## src/rtl/double_buffer_pkg.sv

```systemverilog
// Shared types and constants for the ping-pong buffer controller.
package double_buffer_pkg;

  localparam int NUM_BUF_lp = 2;

  typedef enum logic [1:0] {
    IDLE  = 2'd0,
    GRANT = 2'd1,
    FILL  = 2'd2
  } dbuf_wr_state_t;

  function automatic logic [NUM_BUF_lp-1:0] buf_onehot(input logic sel);
    return sel ? 2'b10 : 2'b01;
  endfunction

endpackage

```

## src/rtl/double_buffer_rd_tracker.sv

```systemverilog
// Read side: follows the pushing buffer, muxes its row onto the array stream
// and counts delivered tiles.
module double_buffer_rd_tracker
  import double_buffer_pkg::*;
#(
  parameter int AXI_DW_g  = 64,
  parameter int TILE_CW_g = 16
) (
  input  logic                                 clk_i,
  input  logic                                 rst_n_i,
  input  logic [NUM_BUF_lp-1:0]                pushing_i,
  input  logic [NUM_BUF_lp-1:0][AXI_DW_g-1:0]  buf_data_i,
  output logic                                 rd_sel_o,
  output logic [AXI_DW_g-1:0]                  array_data_o,
  output logic                                 array_valid_o,
  output logic                                 tile_done_o,
  output logic [TILE_CW_g-1:0]                 tiles_o
);

  logic rd_sel, rd_sel_d, push_d, push_dd, push_cur;

  assign push_cur = pushing_i[rd_sel];

  // push_d / rd_sel_d line up with the buffers' one-cycle BRAM read latency.
  always_ff @(posedge clk_i or negedge rst_n_i) begin
    if (!rst_n_i) begin
      rd_sel   <= 1'b0;
      rd_sel_d <= 1'b0;
      push_d   <= 1'b0;
      push_dd  <= 1'b0;
      tiles_o  <= '0;
    end else begin
      push_d   <= push_cur;
      push_dd  <= push_d;
      rd_sel_d <= rd_sel;
      if (push_d && !push_cur)
        rd_sel <= ~rd_sel;
      if (push_dd && !push_d)
        tiles_o <= tiles_o + 1'b1;
    end
  end

  assign rd_sel_o      = rd_sel;
  assign array_valid_o = push_d;
  assign array_data_o  = buf_data_i[rd_sel_d];
  assign tile_done_o   = push_dd & ~push_d;

endmodule

```

## src/rtl/double_buffer_ctrl.sv

```systemverilog
// Ping-pong controller: grants the W stream to two buffers alternately and
// merges their pushed rows into one stream for the systolic array.
module double_buffer_ctrl
  import double_buffer_pkg::*;
#(
  parameter int AXI_DW_g  = 64,
  parameter int depth_g   = 16,
  parameter int TILE_CW_g = 16
) (
  input  logic                                 clk_i,
  input  logic                                 rst_n_i,
  input  logic                                 s_axi_wvalid_i,
  input  logic                                 s_axi_wlast_i,
  output logic                                 s_axi_wready_o,
  output logic [NUM_BUF_lp-1:0]                buf_wvalid_o,
  input  logic [NUM_BUF_lp-1:0]                buf_wready_i,
  output logic [NUM_BUF_lp-1:0]                grant_o,
  input  logic [NUM_BUF_lp-1:0]                available_i,
  input  logic [NUM_BUF_lp-1:0]                pushing_i,
  input  logic [NUM_BUF_lp-1:0][AXI_DW_g-1:0]  buf_data_i,
  output logic [AXI_DW_g-1:0]                  array_data_o,
  output logic                                 array_valid_o,
  output logic                                 tile_done_o,
  output logic [TILE_CW_g-1:0]                 tiles_o,
  output logic                                 proto_err_o
);

  localparam int BCW_lp = $clog2(depth_g) + 1;
  localparam logic [BCW_lp-1:0] LAST_BEAT_lp = BCW_lp'(depth_g - 1);

  dbuf_wr_state_t    state;
  logic              wr_sel;
  logic              rd_sel;
  logic [BCW_lp-1:0] beat_cnt;
  logic              fill, hs, last_beat, wlast_err, push_err;

  assign fill           = (state == FILL);
  assign s_axi_wready_o = fill & buf_wready_i[wr_sel];
  assign hs             = s_axi_wvalid_i & s_axi_wready_o;
  assign last_beat      = (beat_cnt == LAST_BEAT_lp);
  assign wlast_err      = hs & (s_axi_wlast_i != last_beat);
  // Only the buffer the read side is following may push.
  assign push_err       = pushing_i[~rd_sel] & ~pushing_i[rd_sel];

  always_comb begin
    buf_wvalid_o = '0;
    if (fill)
      buf_wvalid_o[wr_sel] = s_axi_wvalid_i;
  end

  always_ff @(posedge clk_i or negedge rst_n_i) begin
    if (!rst_n_i) begin
      state    <= IDLE;
      wr_sel   <= 1'b0;
      beat_cnt <= '0;
      grant_o  <= '0;
    end else begin
      grant_o <= '0;
      case (state)
        IDLE: begin
          if (available_i[wr_sel]) begin
            state   <= GRANT;
            grant_o <= buf_onehot(wr_sel);
          end
        end
        GRANT: state <= FILL;
        FILL: begin
          if (hs) begin
            if (last_beat) begin
              beat_cnt <= '0;
              wr_sel   <= ~wr_sel;
              state    <= IDLE;
            end else begin
              beat_cnt <= beat_cnt + 1'b1;
            end
          end
        end
        default: state <= IDLE;
      endcase
    end
  end

  always_ff @(posedge clk_i or negedge rst_n_i) begin
    if (!rst_n_i)
      proto_err_o <= 1'b0;
    else if (wlast_err || push_err)
      proto_err_o <= 1'b1;
  end

  double_buffer_rd_tracker #(
    .AXI_DW_g  (AXI_DW_g),
    .TILE_CW_g (TILE_CW_g)
  ) u_rd (
    .clk_i         (clk_i),
    .rst_n_i       (rst_n_i),
    .pushing_i     (pushing_i),
    .buf_data_i    (buf_data_i),
    .rd_sel_o      (rd_sel),
    .array_data_o  (array_data_o),
    .array_valid_o (array_valid_o),
    .tile_done_o   (tile_done_o),
    .tiles_o       (tiles_o)
  );

endmodule
```

## config.mk

```make
export PLATFORM = sky130hd
export DESIGN_NAME = double_buffer_ctrl
export DESIGN_NICKNAME = d
export VERILOG_FILES = /design/src/rtl/double_buffer_pkg.sv /design/src/rtl/double_buffer_rd_tracker.sv /design/src/rtl/double_buffer_ctrl.sv
export SDC_FILE = /design/constraint.sdc
export NUM_CORES = 1
export LEC_CHECK = 0
export CAP_MARGIN = 15
export CORE_AREA = 2 2 88 90
export DETAILED_ROUTE_END_ITERATION = 8
export DIE_AREA = 0 0 90 92
export GPL_TIMING_DRIVEN = 0
export PLACE_DENSITY = 0.87
export SETUP_SLACK_MARGIN = 0.5
export SYNTH_ARGS = -nofsm -noshare
export SYNTH_HDL_FRONTEND = slang
export SYNTH_SLANG_ARGS = --single-unit
```

## constraint.sdc

```tcl
create_clock -name clk_i -period 4.2 [get_ports clk_i]
set_clock_uncertainty 0.15 [all_clocks]
set_input_delay 0.63 -clock clk_i [delete_from_list [all_inputs] [get_ports clk_i]]
set_output_delay 0.63 -clock clk_i [all_outputs]
set_load 0.01 [all_outputs]
```

==> results of run 1 <==
[registers in the layout, summed over array words and instances (netlist names)]
| signal | cells |
|---|---|
| u_rd.rd_sel_d | 1 |
| u_rd.push_dd | 1 |
| u_rd.tiles_o | 16 |
| u_rd.rd_sel_o | 1 |
| grant_o | 2 |
| state | 2 |
| u_rd.array_valid_o | 1 |
| proto_err_o | 1 |
| wr_sel | 1 |
| beat_cnt | 5 |
[per-stage QoR]
step	utilization (%)	hold WS, ns	setup slack [ns]	instances
6_report	61.66	0.3176	1.130	525
5_1_grt	61.63	0.3439	1.022	524
4_1_cts	61.63	0.3199	1.103	524
3_5_place_dp	60.05	0.3000	1.433	516
3_3_place_gp	59.85	0.2949	1.433	515
2_1_floorplan	-	0.1844	2.226	188
[cells by family (layout without fill, tap and decap cells)]
kind of cell               count (synthesis)  in the layout  synth area share (%)
other                                      0              1                     0
adders and majority gates                  2              2                 1.205
muxes                                     67             67                 36.26
buffers and inverters                     13            247                 3.072
xor gates and xnor gates                  18             18                 7.591
AOI/OAI and AO/OA                          7              7                 2.109
DFF                                       31             31                 37.35
and+or+nand+nor                           50             50                 12.41
[per-layer routing]
layer | vias to the layer above | wire length, um
li1 | 1128 | -
met3 | 8 | 1084
met1 | 1138 | 3972
met2 | 126 | 4472
met4 | 2 | 77
met5 | - | 17
[cell type report]
cell class	instances	area share, %
timing repair buffer	226	49.37
multi-input combinational	144	26.95
sequential	31	16.89
tap	102	2.779
clock buffer	6	1.798
buffer	9	1.063
clock inverter	2	0.7629
inverter	4	0.3270
antenna	1	0.05450
[power by group through the flow]
stage                     clock network (mW)  registers, mW  logic [mW]
after floorplan                            0          0.450       0.605
after global placement                     0          0.447        1.27
final                                  0.300          0.448        1.29
after CTS                              0.304          0.449        1.30
after global routing                   0.317          0.460        1.37
after detailed placement                   0          0.451        1.30
[synth_stat cells]
cell,instances
sky130_fd_sc_hd__mux2_2,66
sky130_fd_sc_hd__dfrtp_1,31
sky130_fd_sc_hd__nand2_1,10
sky130_fd_sc_hd__nor2_1,10
sky130_fd_sc_hd__nand3_1,9
sky130_fd_sc_hd__xnor2_1,9
sky130_fd_sc_hd__xor2_1,9
sky130_fd_sc_hd__buf_2,6
sky130_fd_sc_hd__inv_1,4
sky130_fd_sc_hd__nand2b_1,4
sky130_fd_sc_hd__o21ai_0,4
sky130_fd_sc_hd__nor3_1,3
sky130_fd_sc_hd__clkbuf_1,2
sky130_fd_sc_hd__ha_1,2
sky130_fd_sc_hd__nand3b_1,2
sky130_fd_sc_hd__nand4_1,2
sky130_fd_sc_hd__or2_2,2
sky130_fd_sc_hd__a211oi_1,1
sky130_fd_sc_hd__a22o_1,1
sky130_fd_sc_hd__and3_1,1
sky130_fd_sc_hd__and4_1,1
sky130_fd_sc_hd__buf_6,1
sky130_fd_sc_hd__mux2i_1,1
sky130_fd_sc_hd__nand4b_1,1
sky130_fd_sc_hd__nor2b_1,1
sky130_fd_sc_hd__nor4_1,1
sky130_fd_sc_hd__nor4b_1,1
sky130_fd_sc_hd__o21a_1,1
sky130_fd_sc_hd__or2_1,1
sky130_fd_sc_hd__or3_1,1
[worst max-delay path, cell delays in order (launching register included)]
cell and delay, ns:
sky130_fd_sc_hd__dfrtp_1 0.32, sky130_fd_sc_hd__clkbuf_1 0.43, sky130_fd_sc_hd__buf_2 0.37, sky130_fd_sc_hd__mux2_2 0.38
sky130_fd_sc_hd__clkdlybuf4s50_1 0.51
[worst paths after layout]
| check | depth (start not counted) | to | slack, ns |
|---|---|---|---|
| min in group asynchronous | 1 | u_rd.tiles_o[1] | 0.66 |
| max in group asynchronous | 2 | u_rd.tiles_o[5] | 2.67 |
| worst min-delay path | 0 | u_rd.rd_sel_d | 0.32 |
| worst max register to register | 5 | u_rd.tiles_o[10] | 2.40 |
| worst min register to register | 0 | u_rd.rd_sel_d | 0.32 |
| worst max-delay path | 4 | array_data_o[38] | 1.13 |
==> impl_metrics.ini, run 1 <==
[timing]
setup_repair_after_global_routing_missed_its_margin = no
hold_viol = 0
tightestPinTransition_ns = 0.7976
min_period_over_period_pct = 73.09
final.setup.tns_ns = 0
min_period_ns = 3.070
slew_headroom_pct = 46.66
clock.fmax_ghz = 0.3258
drv_slew = 0
setup_viol_count_final = 0

[placement]
gp_routability_congestion = 0.9281
detailed_place_hpwl_um = 8299
place_area_um2 = 4472
input_output_buffers = 225

[cts]
cts_htree_levels = 2
skew_pair_late_insertion_delay_ns = 0.28
postCtsResizedCells = 0
clockRootBuffer = sky130_fd_sc_hd__clkbuf_8
numCtsBuffers = 5
postCtsSetupBuffers = 0
cts_buffer_depth = 2
hold_buffers = 0
cts_tree = done
cts.sinks = 31
clk_pin_slew_worst_paths_ns = 0.06

[critical_path]
crit_type = register to primary output
regToRegStartpoint = u_rd.tiles_o[0]
arrival_ns = 2.29
critPathMaxFanout = 10
critPathLaunch = u_rd.rd_sel_d
start_kind = register
crit_required_ns = 3.42
critical_path_end_type = primary output

[yosys]
synth_sequential_area_ratio_pct = 37.35
mappedNetlistArea_um2 = 2077
synth.area.top_cells = sky130_fd_sc_hd__dfrtp_1 37%, sky130_fd_sc_hd__mux2_2 36%, sky130_fd_sc_hd__xnor2_1 3.8%, sky130_fd_sc_hd__xor2_1 3.8%, sky130_fd_sc_hd__nand3_1 2.2%
synth_nets = 328
synthesis.area_per_instance_um2 = 11.05
yosys.area.top_type_share_pct = 37.35
yosysWarningCount = 0
yosysUniqueCellTypes = 30
synthesis.instances = 188
ys_ff_latch = 31
synth_largest_area_cell = sky130_fd_sc_hd__dfrtp_1

[detailed_routing]
via_per_inst = 4.575
routed_wirelength_um = 9624
drt_iter0_markers = 61
antenna_violating_nets_post_route = 0
detailedRoute.firstPassIterationCount = 4
routed-via-count = 2402
drc_violation_count_after_routing = 0
routedWlPerCell_um = 18.33

[global_route]
global_route.peak_usage_layer = met2
grt_overflow_total = 0
antenna_found_initial = 2
grt_util_met3_pct = 8.546
pin_count_of_the_biggest_net_entering_global_routing = 18
gr-usage-met1_pct = 29.03
gr-usage-met2_pct = 36.84
grt_pass1_wl_um = 14080
via_count_of_the_first_global_routing_pass = 2391
grt.total_usage_pct = 22.51

[run_status]
outcome = finished, final reports clean

[power_and_ir_drop]
switching_share_of_power_pct = 33.26
p_per_area_nw_per_um2 = 444.8
power.ir.vdd_worst_mv = 0.2783
p_total_mw = 2.042
internal_power_mw = 1.363
clkPwrFrac_pct = 14.7
combinational_cell_fraction_of_total_power_pct = 63.4
p_switching_mw = 0.6793
seq_power_share_pct = 21.9
power_leakage_nw = 1.859

[hold_path]
worst_hold_startpoint = u_rd.rd_sel_o
hp-class = register to register

[die]
num_rows = 32
die_height_um = 92
io_pins = 226
die_width_um = 90
start_util_pct = 27.89
floorplan.die_area_um2 = 8280
core_region_area_um2 = 7447

[cells_and_area]
syn_to_final_growth_pct = 121.1
seqCellArea_um2 = 775.7
layout_filler_cell_count = 634
fin_nets = 561
multi_input_area_um2 = 1237
leading_cell_type_in_the_layout_fill_and_taps_excluded = sky130_fd_sc_hd__clkdlybuf4s50_1
layout.cells.most_common_list = 225 x sky130_fd_sc_hd__clkdlybuf4s50_1, 66 x sky130_fd_sc_hd__mux2_2, 31 x sky130_fd_sc_hd__dfrtp_1
post_route_cells_drive_above_1_share_pct = 19.91
final_cell_area_um2 = 4592

[run]
cap_viol_max_count = 0
Power figures use the tool's default switching activity.
==> run 2, diff against run 1 <==
--- a/config.mk
+++ b/config.mk
@@ -6,11 +6,10 @@
 export NUM_CORES = 1
 export LEC_CHECK = 0
 export CAP_MARGIN = 15
-export CORE_AREA = 2 2 88 90
+export CORE_UTILIZATION = 28
 export DETAILED_ROUTE_END_ITERATION = 8
-export DIE_AREA = 0 0 90 92
 export GPL_TIMING_DRIVEN = 0
-export PLACE_DENSITY = 0.87
+export PLACE_DENSITY = 0.86
 export SETUP_SLACK_MARGIN = 0.5
 export SYNTH_ARGS = -nofsm -noshare
 export SYNTH_HDL_FRONTEND = slang
==> constraint.sdc (replaced) <==
create_clock -name clk_i -period 2.83 [get_ports clk_i]
set_clock_uncertainty 0.15 [all_clocks]
set_input_delay 0.4245 -clock clk_i [delete_from_list [all_inputs] [get_ports clk_i]]
set_output_delay 0.4245 -clock clk_i [all_outputs]
set_load 0.01 [all_outputs]
==> impl_metrics.ini, run 2 (same netlist as run 1, synthesis figures left out) <==
[global_route]
grt_pass1_wl_um = 14130
via_count_of_the_first_global_routing_pass = 2485
grt_overflow_total = 0
grt.total_usage_pct = 25.72
antenna_found_initial = 2
pin_count_of_the_biggest_net_entering_global_routing = 18

[critical_path]
critical_path_end_type = primary output
start_kind = register
terminus_of_the_critical_flop_to_flop_path = u_rd.tiles_o[10]
cpPeakStageDelay_ns = 0.48
worst-r2r-cell-count = 5
crit_path_top_delay_cell = sky130_fd_sc_hd__clkdlybuf4s50_1
regToRegStartpoint = u_rd.tiles_o[0]
timing.reg2reg.setup_slack_ns = 0.99
crit_required_ns = 2.26
arrival_ns = 1.76
critical-path-top-delay-family = buffers and inverters
crit_chain = buf_8, buf_6, mux2_2, clkdlybuf4s50_1
critPathMaxFanout = 10
crit_type = register to primary output
critical_path_buf_inv_count = 3

[cts]
clockRootBuffer = sky130_fd_sc_hd__clkbuf_8
numCtsBuffers = 5
cts_tree = done
skew_pair_late_insertion_delay_ns = 0.28
cts_htree_levels = 2
cts_buffer_depth = 2
clk_pin_slew_worst_paths_ns = 0.06
hold_buffers = 0
cts.sinks = 31

[power_and_ir_drop]
p_total_mw = 2.970
power_leakage_nw = 2.092
p_per_area_nw_per_um2 = 639.3
power.ir.vdd_worst_mv = 0.4976

[placement]
gp_routability_congestion = 0.7849
pre_cts_slack_ns = 0.3155
input_output_buffers = 225
detailed_place_hpwl_um = 9024
place_area_um2 = 4481

[cells_and_area]
post_route_cells_drive_above_1_share_pct = 20.09
max_flop_register = u_rd.tiles_o
multi_input_area_um2 = 1237
final_cell_area_um2 = 4646
leading_cell_type_in_the_layout_fill_and_taps_excluded = sky130_fd_sc_hd__clkdlybuf4s50_1
fin_nets = 563
layout_filler_cell_count = 620
seqCellArea_um2 = 775.7
largest_register_ffs = 16
layout.cells.most_common_list = 165 x sky130_fd_sc_hd__clkdlybuf4s50_1, 66 x sky130_fd_sc_hd__mux2_2, 45 x sky130_fd_sc_hd__dlygate4sd2_1
syn_to_final_growth_pct = 123.7
largest_registers = u_rd.tiles_o (16), beat_cnt (5)

[timing]
layout_setup_ws_ns = 0.4943
final.setup.tns_ns = 0
setup_viol_count_final = 0
setup_repair_after_global_routing_missed_its_margin = yes
min_period_over_period_pct = 82.53
hold_viol = 0
slew_headroom_pct = 48.65
drv_slew = 0
min_period_ns = 2.336
clock.fmax_ghz = 0.4281
tightestPinTransition_ns = 0.7678

[detailed_routing]
routedWlPerCell_um = 19.60
antenna_violating_nets_post_route = 0
drc_violation_count_after_routing = 0
via_per_inst = 4.559
detailedRoute.firstPassIterationCount = 4
drt_iter0_markers = 34
routed_wirelength_um = 10310
routed-via-count = 2398

[hold_path]
min_delay_worst_endpoint = u_rd.rd_sel_d
hp-class = register to register
worst_hold_startpoint = u_rd.rd_sel_o
worst_hold_path.num_cells = 0

[die]
start_util_pct = 28.79
core_region_area_um2 = 7214
die_width_um = 88.13
floorplan.die_area_um2 = 7766
io_pins = 226
die_height_um = 88.13
num_rows = 31

[run]
cap_viol_max_count = 0

[run_status]
outcome = finished, final reports clean
[run 2: repair_timing]
item	CTS	global route
endpoints found under the setup margin	64	16
resized for setup	62	16
setup buffers	2	0
[run 2: final cells by class]
cell class | instances | share of cell area (%)
repair buffers | 228 | 48.99
multi-input cells | 144 | 26.64
flip-flops and latches | 31 | 16.70
well taps | 99 | 2.666
plain buffers | 9 | 2.262
clock buffers | 6 | 1.562
clock inverters | 1 | 0.6464
inverters | 4 | 0.3232
diodes | 4 | 0.2155
[run 2: per-layer routing]
metal	global-route usage, %	wire length (um)	vias to the layer above	part of all wire, %
met5	0	0	-	0
met4	13.20	357	0	3.5
met3	8.388	875	21	8.5
met1	24.44	3514	1123	34
met2	49.05	5561	112	54
li1	-	-	1142	-
[run 2: power breakdown]
part | switching, mW | total [mW] | internal, mW
combinational | 0.757 | 1.89 | 1.13
clock | 0.155 | 0.412 | 0.258
sequential | 0.117 | 0.666 | 0.549
total | 1.03 | 2.97 | 1.94
[run 2: worst max path at each step]
stage / from / to / cells past startpoint
floorplan: u_rd.rd_sel_d / array_data_o[10] / 3
global placement: u_rd.rd_sel_d / array_data_o[62] / 4
detailed placement: u_rd.rd_sel_d / array_data_o[35] / 4
CTS: u_rd.rd_sel_d / array_data_o[34] / 4
global route: u_rd.rd_sel_d / array_data_o[48] / 4
finish: u_rd.rd_sel_d / array_data_o[48] / 4
[run 2: through the flow]
stage / util (%) / hold slack, ns / instances
2_1_floorplan: - / -0.02109 / 188
3_3_place_gp: 61.72 / 0.2908 / 512
3_5_place_dp: 62.11 / 0.3145 / 513
4_1_cts: 63.72 / 0.3275 / 522
5_1_grt: 64.33 / 0.3625 / 524
6_report: 64.39 / 0.3212 / 526
==> run 3, diff against run 2 <==
==> constraint.sdc (replaced) <==
create_clock -name clk_i -period 2.2 [get_ports clk_i]
set_clock_uncertainty 0.15 [all_clocks]
set_input_delay 0.33 -clock clk_i [delete_from_list [all_inputs] [get_ports clk_i]]
set_output_delay 0.33 -clock clk_i [all_outputs]
set_load 0.01 [all_outputs]
==> impl_metrics.ini, run 3 (same netlist as run 1, synthesis figures left out) <==
[run_status]
outcome = finished, final reports clean

[critical_path]
crit_path_top_delay_cell = sky130_fd_sc_hd__dfrtp_1
terminus_of_the_critical_flop_to_flop_path = beat_cnt[3]
critical_path_buf_inv_count = 3
worst-r2r-cell-count = 7
crit_required_ns = 1.72
crit_chain = clkbuf_8, buf_8, mux2_2, dlygate4sd2_1
arrival_ns = 1.62
timing.reg2reg.setup_slack_ns = 0.36
critPathMaxFanout = 10
critical-path-top-delay-family = buffers and inverters
path_depth = 4
crit_type = register to primary output
regToRegStartpoint = state[0]
start_kind = register
cpPeakStageDelay_ns = 0.36
critical_path_end_type = primary output

[timing]
final.setup.tns_ns = 0
min_period_ns = 2.101
worst_hold_slack_ns = 0.3203
clock.fmax_ghz = 0.4759
slew_headroom_pct = 48.26
setup_repair_after_global_routing_missed_its_margin = yes
layout_setup_ws_ns = 0.09881
drv_slew = 0
hold_viol = 0
setup_viol_count_final = 0
min_period_over_period_pct = 95.51
tightestPinTransition_ns = 0.7737

[cells_and_area]
fin_nets = 588
leading_cell_type_in_the_layout_fill_and_taps_excluded = sky130_fd_sc_hd__clkdlybuf4s50_1
finalNonFillerCells = 551
syn_to_final_growth_pct = 139.9
largest_register_ffs = 16
largest_registers = u_rd.tiles_o (16), beat_cnt (5)
max_flop_register = u_rd.tiles_o
layout_filler_cell_count = 558
layout.cells.most_common_list = 143 x sky130_fd_sc_hd__clkdlybuf4s50_1, 57 x sky130_fd_sc_hd__mux2_2, 36 x sky130_fd_sc_hd__buf_6
post_route_cells_drive_above_1_share_pct = 38.62

[die]
start_util_pct = 28.79
num_rows = 31
core_region_area_um2 = 7214
floorplan.die_area_um2 = 7766
die_width_um = 88.13
io_pins = 226
die_height_um = 88.13

[run]
cap_viol_max_count = 0

[power_and_ir_drop]
p_per_area_nw_per_um2 = 898.2
power.ir.vdd_worst_mv = 0.6734
combinational_cell_fraction_of_total_power_pct = 69.0
p_switching_mw = 1.553
clkPwrFrac_pct = 12.0
seq_power_share_pct = 19.0
internal_power_mw = 2.923
p_total_mw = 4.476
power_leakage_nw = 2.278
switching_share_of_power_pct = 34.69

[placement]
input_output_buffers = 225
detailed_place_hpwl_um = 9024
gp_routability_congestion = 0.7849
dpl.cell_count = 513
pre_cts_slack_ns = -0.2200

[hold_path]
worst_hold_startpoint = u_rd.array_valid_o
worst_hold_path.num_cells = 0
min_delay_worst_endpoint = u_rd.push_dd
hp-class = register to register

[global_route]
grt.total_usage_pct = 27.76
grt_pass1_wl_um = 15210
antenna_found_initial = 2
pin_count_of_the_biggest_net_entering_global_routing = 18
grt_overflow_total = 0
via_count_of_the_first_global_routing_pass = 2604

[cts]
skew_pair_late_insertion_delay_ns = 0.28
cts_buffer_depth = 2
cts_htree_levels = 2
cts_tree = done
clockRootBuffer = sky130_fd_sc_hd__clkbuf_8
clk_pin_slew_worst_paths_ns = 0.06
numCtsBuffers = 5
cts.sinks = 31

[detailed_routing]
routed-via-count = 2550
routed_wirelength_um = 11200
drc_violation_count_after_routing = 0
via_per_inst = 4.628
drt_iter0_markers = 45
antenna_violating_nets_post_route = 0
detailedRoute.firstPassIterationCount = 4
routedWlPerCell_um = 20.33
==> run 3: cell types whose count changed in the layout (fill, tap and decap cells not counted), moves of 14 or more <==
| cell | delta |
|---|---|
| sky130_fd_sc_hd__dlygate4sd2_1 | -14 |
| sky130_fd_sc_hd__dlymetal6s2s_1 | -14 |
| sky130_fd_sc_hd__buf_4 | +16 |
| sky130_fd_sc_hd__buf_2 | +18 |
| sky130_fd_sc_hd__clkdlybuf4s50_1 | -22 |
| sky130_fd_sc_hd__buf_6 | +31 |
==> run 3: cell type report <==
cell class                 count  area, um^2  area share, %
antenna                        4       10.01         0.2009
sequential                    31       778.2          15.62
buffer                         9       122.6          2.460
tap                           99       123.9          2.486
multi-input combinational    144        1343          26.94
clock inverter                 1       30.03         0.6026
inverter                       4       15.01         0.3013
timing repair buffer         253        2489          49.94
clock buffer                   6       72.57          1.456
==> run 3: stage by stage <==
| stage | instance area [um^2] | util [%] |
|---|---|---|
| 6_report | 4984 | 69.08 |
| 3_5_place_dp | 4481 | 62.11 |
| 4_1_cts | 4846 | 67.17 |
| 5_1_grt | 4979 | 69.01 |
| 2_1_floorplan | 2077 | - |
| 3_3_place_gp | 4453 | 61.72 |
==> run 3: how the worst max path moves through the flow <==
stage,start,end
after CTS,u_rd.rd_sel_d,array_data_o[47]
after global placement,u_rd.rd_sel_d,array_data_o[62]
after global routing,u_rd.rd_sel_d,array_data_o[6]
after floorplan,u_rd.rd_sel_d,array_data_o[10]
final,u_rd.rd_sel_d,array_data_o[11]
after detailed placement,u_rd.rd_sel_d,array_data_o[35]
==> run 3: worst register-to-register path, cell delays in order (launching register included) <==
cell,delay [ns]
sky130_fd_sc_hd__dfrtp_1,0.39
sky130_fd_sc_hd__buf_6,0.12
sky130_fd_sc_hd__nand3b_1,0.21
sky130_fd_sc_hd__buf_6,0.16
sky130_fd_sc_hd__or2_1,0.22
sky130_fd_sc_hd__buf_6,0.15
sky130_fd_sc_hd__or3_1,0.30
sky130_fd_sc_hd__nand3_1,0.08
==> run 3: power by group through the flow <==
| stage | clock network (mW) | registers (mW) | logic (mW) |
|---|---|---|---|
| final | 0.536 | 0.851 | 3.09 |
| after floorplan | 0 | 0.858 | 1.16 |
| after global routing | 0.564 | 0.868 | 3.26 |
| after global placement | 0 | 0.847 | 2.45 |
| after CTS | 0.539 | 0.850 | 2.95 |
| after detailed placement | 0 | 0.858 | 2.50 |
==> run 3: per-layer routing <==
| layer | GRT usage (%) | routed length, um | up-vias |
|---|---|---|---|
| met2 | 52.85 | 6137 | 123 |
| met4 | 13.78 | 417 | 0 |
| met3 | 9.614 | 946 | 26 |
| met1 | 26.29 | 3699 | 1208 |
| li1 | - | - | 1193 |
| met5 | 0 | 0 | - |
==> run 3: repair_timing <==
item	4_1_cts	5_1_grt
endpoints found under the setup margin	90	80
hold buffers	0	0
buffers inserted	15	8
pin swaps	2	12
gates resized for setup	300	32
cloned	4	0
